File: config.mk
export PLATFORM = sky130hd
export DESIGN_NAME = regfile_wb_ctrl_flat
export DESIGN_NICKNAME = d
export VERILOG_FILES = /design/src/rtl/regfile_wb_ctrl_pkg.sv /design/src/rtl/regfile_wb_ctrl_if.sv /design/src/rtl/regfile_wb_ctrl_rr_arbiter.sv /design/src/rtl/regfile_wb_ctrl.sv /design/src/flat_wrapper.sv
export SDC_FILE = /design/constraint.sdc
export NUM_CORES = 1
export LEC_CHECK = 0
export CORE_MARGIN = 5
export CORE_UTILIZATION = 41
export CTS_CLUSTER_SIZE = 12
export DETAILED_ROUTE_END_ITERATION = 16
export MAX_ROUTING_LAYER = met4
export PLACE_DENSITY = 0.75
export SYNTH_ARGS = -nofsm -noshare
export SYNTH_HDL_FRONTEND = slang
export SYNTH_SLANG_ARGS = --single-unit
File: constraint.sdc
create_clock -name clk -period 2.6 [get_ports clk]
set_clock_uncertainty 0.15 [all_clocks]
set_input_delay 0.39 -clock clk [delete_from_list [all_inputs] [get_ports clk]]
set_output_delay 0.39 -clock clk [all_outputs]
set_load 0.02 [all_outputs]
File: src/rtl/regfile_wb_ctrl_pkg.sv
// Shared constants for the register-file writeback controller: datapath widths,
// requester count and the fixed requester slot assignments.
package regfile_wb_ctrl_pkg;

  localparam int unsigned WB_RFIDX_WIDTH = 5;
  localparam int unsigned WB_XLEN        = 32;

  localparam int unsigned WB_NREQ = 3;
  localparam int unsigned WB_ALU  = 0;
  localparam int unsigned WB_LSU  = 1;
  localparam int unsigned WB_MDU  = 2;

  function automatic int unsigned wrap_inc(input int unsigned idx, input int unsigned n);
    return (idx + 1 >= n) ? 0 : idx + 1;
  endfunction

endpackage

File: src/rtl/regfile_wb_ctrl_if.sv
// Writeback request bus: NREQ sources each present valid/addr/data and receive
// a one-hot ready from the controller.
interface regfile_wb_ctrl_if #(
  parameter int unsigned NREQ        = 3,
  parameter int unsigned RFIDX_WIDTH = 5,
  parameter int unsigned XLEN        = 32
);

  logic [NREQ-1:0]             wb_valid;
  logic [NREQ-1:0]             wb_ready;
  logic [NREQ*RFIDX_WIDTH-1:0] wb_addr;
  logic [NREQ*XLEN-1:0]        wb_data;

  modport master (
    output wb_valid,
    output wb_addr,
    output wb_data,
    input  wb_ready
  );

  modport slave (
    input  wb_valid,
    input  wb_addr,
    input  wb_data,
    output wb_ready
  );

endinterface

File: src/rtl/regfile_wb_ctrl_rr_arbiter.sv
// Round-robin arbiter: one-hot grant searched from the pointer with wraparound;
// the pointer moves past the winner only when adv reports a completed handshake.
module rr_arbiter
  import regfile_wb_ctrl_pkg::*;
#(
  parameter int unsigned N = 3
) (
  input  logic         clk,
  input  logic         rst_n,
  input  logic [N-1:0] req,
  input  logic         adv,
  output logic [N-1:0] gnt
);

  localparam int unsigned PW = (N > 1) ? $clog2(N) : 1;

  logic [PW-1:0] ptr_q;
  logic [PW-1:0] ptr_d;
  logic [PW-1:0] win_idx;
  logic          found;

  // Grant search is kept apart from the pointer update so that adv, which is
  // derived from gnt, never feeds back into the grant logic.
  always_comb begin
    int unsigned sum;
    logic [PW-1:0] idx;
    gnt     = '0;
    win_idx = '0;
    found   = 1'b0;
    sum     = 0;
    idx     = '0;
    for (int unsigned off = 0; off < N; off++) begin
      sum = 32'(ptr_q) + off;
      if (sum >= N) sum = sum - N;
      idx = PW'(sum);
      if (!found && req[idx]) begin
        found   = 1'b1;
        gnt     = '0;
        gnt[idx] = 1'b1;
        win_idx = idx;
      end
    end
  end

  always_comb begin
    ptr_d = ptr_q;
    if (adv && found) ptr_d = PW'(wrap_inc(32'(win_idx), N));
  end

  always_ff @(posedge clk or negedge rst_n) begin
    if (!rst_n) ptr_q <= '0;
    else        ptr_q <= ptr_d;
  end

endmodule

File: src/rtl/regfile_wb_ctrl.sv
// Writeback controller: arbitrates NREQ sources onto the single regfile write
// port with one cycle of latency and tracks pending writes for hazard stalls.
module regfile_wb_ctrl
  import regfile_wb_ctrl_pkg::*;
#(
  parameter int unsigned NREQ        = WB_NREQ,
  parameter int unsigned RFIDX_WIDTH = WB_RFIDX_WIDTH,
  parameter int unsigned XLEN        = WB_XLEN
) (
  input  logic                   clk,
  input  logic                   rst_n,
  regfile_wb_ctrl_if.slave       wb,
  output logic                   rf_write,
  output logic [RFIDX_WIDTH-1:0] rf_write_addr,
  output logic [XLEN-1:0]        rf_write_data,
  input  logic                   iss_valid,
  input  logic [RFIDX_WIDTH-1:0] iss_rd,
  input  logic [RFIDX_WIDTH-1:0] rs1_addr,
  input  logic [RFIDX_WIDTH-1:0] rs2_addr,
  output logic                   rs1_busy,
  output logic                   rs2_busy,
  output logic                   rd_busy,
  input  logic                   flush
);

  localparam int unsigned NREGS = 1 << RFIDX_WIDTH;

  logic [NREQ-1:0]        arb_gnt;
  logic [NREQ-1:0]        gnt;
  logic                   hs;
  logic [RFIDX_WIDTH-1:0] sel_addr;
  logic [XLEN-1:0]        sel_data;

  logic                   rf_write_q, rf_write_d;
  logic [RFIDX_WIDTH-1:0] rf_write_addr_q, rf_write_addr_d;
  logic [XLEN-1:0]        rf_write_data_q, rf_write_data_d;
  logic [NREGS-1:0]       pending_q, pending_d;

  rr_arbiter #(.N(NREQ)) u_arb (
    .clk   (clk),
    .rst_n (rst_n),
    .req   (wb.wb_valid),
    .adv   (hs),
    .gnt   (arb_gnt)
  );

  // No grant is offered while reset is asserted, even with requests pending.
  assign gnt         = arb_gnt & {NREQ{rst_n}};
  assign wb.wb_ready = gnt;
  assign hs          = |(wb.wb_valid & gnt);

  always_comb begin
    sel_addr = '0;
    sel_data = '0;
    for (int unsigned i = 0; i < NREQ; i++) begin
      if (gnt[i]) begin
        sel_addr = wb.wb_addr[i*RFIDX_WIDTH +: RFIDX_WIDTH];
        sel_data = wb.wb_data[i*XLEN +: XLEN];
      end
    end
  end

  // x0 writes are consumed by the handshake but never reach the regfile.
  always_comb begin
    rf_write_d      = hs && (sel_addr != '0);
    rf_write_addr_d = rf_write_addr_q;
    rf_write_data_d = rf_write_data_q;
    if (hs) begin
      rf_write_addr_d = sel_addr;
      rf_write_data_d = sel_data;
    end
  end

  always_ff @(posedge clk or negedge rst_n) begin
    if (!rst_n) begin
      rf_write_q      <= 1'b0;
      rf_write_addr_q <= '0;
      rf_write_data_q <= '0;
    end else begin
      rf_write_q      <= rf_write_d;
      rf_write_addr_q <= rf_write_addr_d;
      rf_write_data_q <= rf_write_data_d;
    end
  end

  assign rf_write      = rf_write_q;
  assign rf_write_addr = rf_write_addr_q;
  assign rf_write_data = rf_write_data_q;

  // Clear on the commit edge, then set from issue so a same-edge set wins;
  // flush overrides both.
  always_comb begin
    pending_d = pending_q;
    if (rf_write_q) pending_d[rf_write_addr_q] = 1'b0;
    if (iss_valid && (iss_rd != '0)) pending_d[iss_rd] = 1'b1;
    if (flush) pending_d = '0;
    pending_d[0] = 1'b0;
  end

  always_ff @(posedge clk or negedge rst_n) begin
    if (!rst_n) pending_q <= '0;
    else        pending_q <= pending_d;
  end

  assign rs1_busy = (rs1_addr != '0) && pending_q[rs1_addr];
  assign rs2_busy = (rs2_addr != '0) && pending_q[rs2_addr];
  assign rd_busy  = (iss_rd   != '0) && pending_q[iss_rd];

endmodule

File: src/flat_wrapper.sv
// flat-port wrapper written by rule: the top's interface ports become plain ports
module regfile_wb_ctrl_flat import regfile_wb_ctrl_pkg::*;
#(
  parameter int unsigned NREQ        = WB_NREQ,
  parameter int unsigned RFIDX_WIDTH = WB_RFIDX_WIDTH,
  parameter int unsigned XLEN        = WB_XLEN
)
  (clk, rst_n, rf_write, rf_write_addr, rf_write_data, iss_valid, iss_rd, rs1_addr, rs2_addr, rs1_busy, rs2_busy, rd_busy, flush, wb_wb_valid, wb_wb_addr, wb_wb_data, wb_wb_ready);
  regfile_wb_ctrl_if #(.NREQ(NREQ), .RFIDX_WIDTH(RFIDX_WIDTH), .XLEN(XLEN)) wb_i ();
  input  logic clk;
  input  logic rst_n;
  output logic rf_write;
  output logic [RFIDX_WIDTH-1:0] rf_write_addr;
  output logic [XLEN-1:0] rf_write_data;
  input  logic iss_valid;
  input  logic [RFIDX_WIDTH-1:0] iss_rd;
  input  logic [RFIDX_WIDTH-1:0] rs1_addr;
  input  logic [RFIDX_WIDTH-1:0] rs2_addr;
  output logic rs1_busy;
  output logic rs2_busy;
  output logic rd_busy;
  input  logic flush;
  input wire logic [$bits(wb_i.wb_valid)-1:0] wb_wb_valid;
  input wire logic [$bits(wb_i.wb_addr)-1:0] wb_wb_addr;
  input wire logic [$bits(wb_i.wb_data)-1:0] wb_wb_data;
  output wire logic [$bits(wb_i.wb_ready)-1:0] wb_wb_ready;
  assign wb_i.wb_valid = wb_wb_valid;
  assign wb_i.wb_addr = wb_wb_addr;
  assign wb_i.wb_data = wb_wb_data;
  assign wb_wb_ready = wb_i.wb_ready;
  regfile_wb_ctrl #(.NREQ(NREQ), .RFIDX_WIDTH(RFIDX_WIDTH), .XLEN(XLEN)) u_core (.clk(clk), .rst_n(rst_n), .wb(wb_i), .rf_write(rf_write), .rf_write_addr(rf_write_addr), .rf_write_data(rf_write_data), .iss_valid(iss_valid), .iss_rd(iss_rd), .rs1_addr(rs1_addr), .rs2_addr(rs2_addr), .rs1_busy(rs1_busy), .rs2_busy(rs2_busy), .rd_busy(rd_busy), .flush(flush));
endmodule
==> metrics.txt <==
synthesis warning total 0; Worst setup EP type flip-flop; Core ar. 0.01098 mm²; Clk network pwr share 0.159; GR Util met2 0.4760; Fillers 712; Area growth, synth to finish 73.85%; final setup margin -0.1112 ns; slowest stage cell, crit path dfrtp_1; Flop pwr share 0.219; post-synthesis cell count 479; sequential area share after synthesis 0.3820; dpl cells 829; antenna cell count 0; Worst setup SP type flip-flop; CP arrival 2.80 ns; Seq cells post-synth 71; critical path's largest stage delay 0.40 ns; Skew-Pair Late Insertion Delay 0.32 ns; PortBufs 176; total nets after synthesis 616; GR met3 Demand/Resource 0.09326; largest net degree at the start of global routing 55; grt total ovfl 0; fin crit share 1.043; HPWL Detailed 13.20 mm; Mapped Area 0.004651 mm²; DRC viols 0; endpoints failing hold 0; Hold Crit Class in2async; total power draw 8.157 mW; mean post-synth cell area 9.709 µm²; P_int 4.868 mW; GR peak layer met2; setup violators final 40; fin. max-slew vios 0; Final min period 2.711 ns; Total GRT Usage 0.2907; vias per cell 5.957; Place WS -0.8012 ns; Max-cap violations 0; top-level port count 177; worst vdd ir 0.6518 mV; Synth Flop Type dfrtp_1; GP Congestion 0.9244; P per Cell Area 1009 mW/mm²; Max clock buf depth 2; Clock Sinks 71; Die ar. 0.01357 mm²; Post-synth EDFFs 0; Post-synth ARST share 1.000; final std cells w/o fill 864; post-DR wirelength/cell 22.00 µm; initial DRC count 343; routed wire length 19.01 mm; status finished with violations; crit-path max FO 9; Area after DPL 0.007034 mm²; net switching power 3.289 mW; design area 0.008085 mm²; row cnt 38; Crit Path Category reg2reg; distinct cell type count after synthesis 50; number of CTS-inserted buffers 9; Net Sw Frac 0.4033; first-pass GRT wire length 29.30 mm; CTS tree done; Comb pwr share 0.621; Max Fclk 368.8 MHz; Die H 116.5 µm; chip width 116.5 µm; Total Nets Final 857; Starting Density 0.4234; met1 Use GR 0.3343; clock-pin slew on the worst setup and hold paths 0.06 ns; slew at the pin closest to its max-slew limit 0.6883 ns; P_leak 3.297 nW; critical path cell sequence inv_2 > ha_4 > mux2i_1 > buf_4 > mux2i_4 > buf_4 > o211ai_2 > inv_2 > buf_12 > a221oi_4 > buf_6 > buf_8 > nand2_1 > o21ai_1; slew margin rel. 0.5411; router iterations before antenna repair 4; RSZ-0062 raised after global routing true; root buffer cell clkbuf_16; Routed Antenna Nets 0; failing checks setup timing; number of global-route vias before repair 5526; initial antenna violation count 0; H-tree Lvls 3; layout cell share with drive strength beyond 1 0.3163; Vias 5147; Critical Path RT 2.69 ns
-- critical path: cells and delay by family, from the launching register on --
kind / cells / cell delay (ns)
AO/OA/AOI/OAI: 3 / 0.59
adder cells (fa/ha/maj): 1 / 0.14
buffers and inverters: 7 / 0.97
flip-flops: 1 / 0.40
multiplexers: 2 / 0.30
AND/OR/NAND/NOR: 1 / 0.06
-- logic make-up after synthesis --
family,synth area share
simple gates,0.1690
compound gates,0.2540
flops,0.3820
buf+inv,0.04197
mux,0.1423
fa+ha+maj,0.01076
-- metal layers --
| metal | wire length [µm] | part of all wire |
|---|---|---|
| met3 | 2118 | 0.11 |
| met2 | 9546 | 0.50 |
| met4 | 617 | 0.032 |
| met5 | 0 | 0 |
| met1 | 6728 | 0.35 |
-- state kept, by name, indices dropped and copies added, names as in the netlist --
name                  cells
u_core.u_arb.ptr_q        2
u_core.pending_q         31
u_core.rf_write_data     32
u_core.rf_write_addr      5
u_core.rf_write           1
-- synth_stat cells (all sizes together), types with 6 or more instances --
library cell  count  area (µm²)
nand2            93       349.1
dfrtp            71        1777
o21ai            70       387.9
nor2             37       138.9
a221oi           33       420.4
a21oi            32       160.2
mux4             25       563.0
clkbuf           18       67.56
buf              16       105.1
nand2b            7       43.79
inv               6       22.52
-- power groups by stage --
stage	clock [mW]	combinational (mW)	sequential, mW
floorplan	0	1.88	2.03
global placement	0	3.97	1.71
detailed placement	0	4.04	1.73
CTS	1.31	4.71	1.72
global route	1.36	5.40	1.83
finish	1.30	5.07	1.79
-- through the flow --
| stage | hold WS [ns] | setup TNS (ns) | util |
|---|---|---|---|
| final | 0.07549 | -2.443 | 0.7362 |
| after global routing | 0.1417 | -7.308 | 0.7362 |
| after CTS | 0.1087 | -1.310 | 0.7198 |
| after detailed placement | 0.2597 | -17.70 | 0.6405 |
| after global placement | 0.2608 | -13.50 | 0.6405 |
| after floorplan | -0.05559 | 0 | - |
-- cells in the final DEF (no fill, tap or decap), types with 5 or more instances in the layout --
| master | Yosys | layout |
|---|---|---|
| a221oi_4 | 0 | 12 |
| clkbuf_16 | 0 | 11 |
| buf_4 | 1 | 66 |
| nand2_1 | 93 | 77 |
| nand2_4 | 0 | 6 |
| nand3b_1 | 5 | 5 |
| a21oi_1 | 32 | 32 |
| nor3b_1 | 5 | 5 |
| nand2b_1 | 7 | 6 |
| o21ai_1 | 23 | 20 |
| nor2_1 | 37 | 36 |
| buf_12 | 0 | 9 |
| buf_6 | 4 | 9 |
| clkdlybuf4s50_1 | 0 | 162 |
| a221oi_2 | 21 | 20 |
| nand2_2 | 0 | 10 |
| o21ai_0 | 37 | 36 |
| mux4_2 | 25 | 25 |
| buf_8 | 0 | 5 |
| dfrtp_1 | 71 | 69 |
| o21ai_2 | 10 | 14 |
-- area by class of cell --
class | count | area (µm²) | share of cell area
Multi-Input combinational cell | 368 | 3075 | 0.3804
Clock buffer | 11 | 242.7 | 0.03002
Inverter | 6 | 22.52 | 0.002786
Sequential cell | 71 | 1779 | 0.2201
Tap cell | 140 | 175.2 | 0.02167
Timing Repair Buffer | 264 | 2720 | 0.3364
Clock inverter | 4 | 70.07 | 0.008666
-- worst paths after layout --
check / from / end / slack, ns / depth (start not counted)
setup / recovery: u_core.u_arb.ptr_q[1]$_DFFE_PN0P_ / u_core.rf_write_data[16]$_DFFE_PN0P_ / -0.11 / 14
hold / removal: rst_n / u_core.pending_q[16]$_DFF_PN0_ / 0.08 / 2
setup reg to reg: u_core.u_arb.ptr_q[1]$_DFFE_PN0P_ / u_core.rf_write_data[16]$_DFFE_PN0P_ / -0.11 / 14
hold reg to reg: u_core.rf_write_data[17]$_DFFE_PN0P_ / u_core.rf_write_data[17]$_DFFE_PN0P_ / 0.33 / 2
max in group asynchronous: rst_n / u_core.rf_write_data[20]$_DFFE_PN0P_ / 1.58 / 3
min in group clk: u_core.rf_write_data[17]$_DFFE_PN0P_ / u_core.rf_write_data[17]$_DFFE_PN0P_ / 0.33 / 2
-- timing repair --
action | CTS | global route
setup buffers | 11 | 3
resized for setup | 99 | 36
endpoints found under the hold margin | 17 | 0
gates cloned | 6 | 2
pin swaps | 12 | 12
endpoints found under the setup margin | 46 | 46
hold buffers | 1 | 0
No activity file was read; power rests on OpenSTA's default activity.
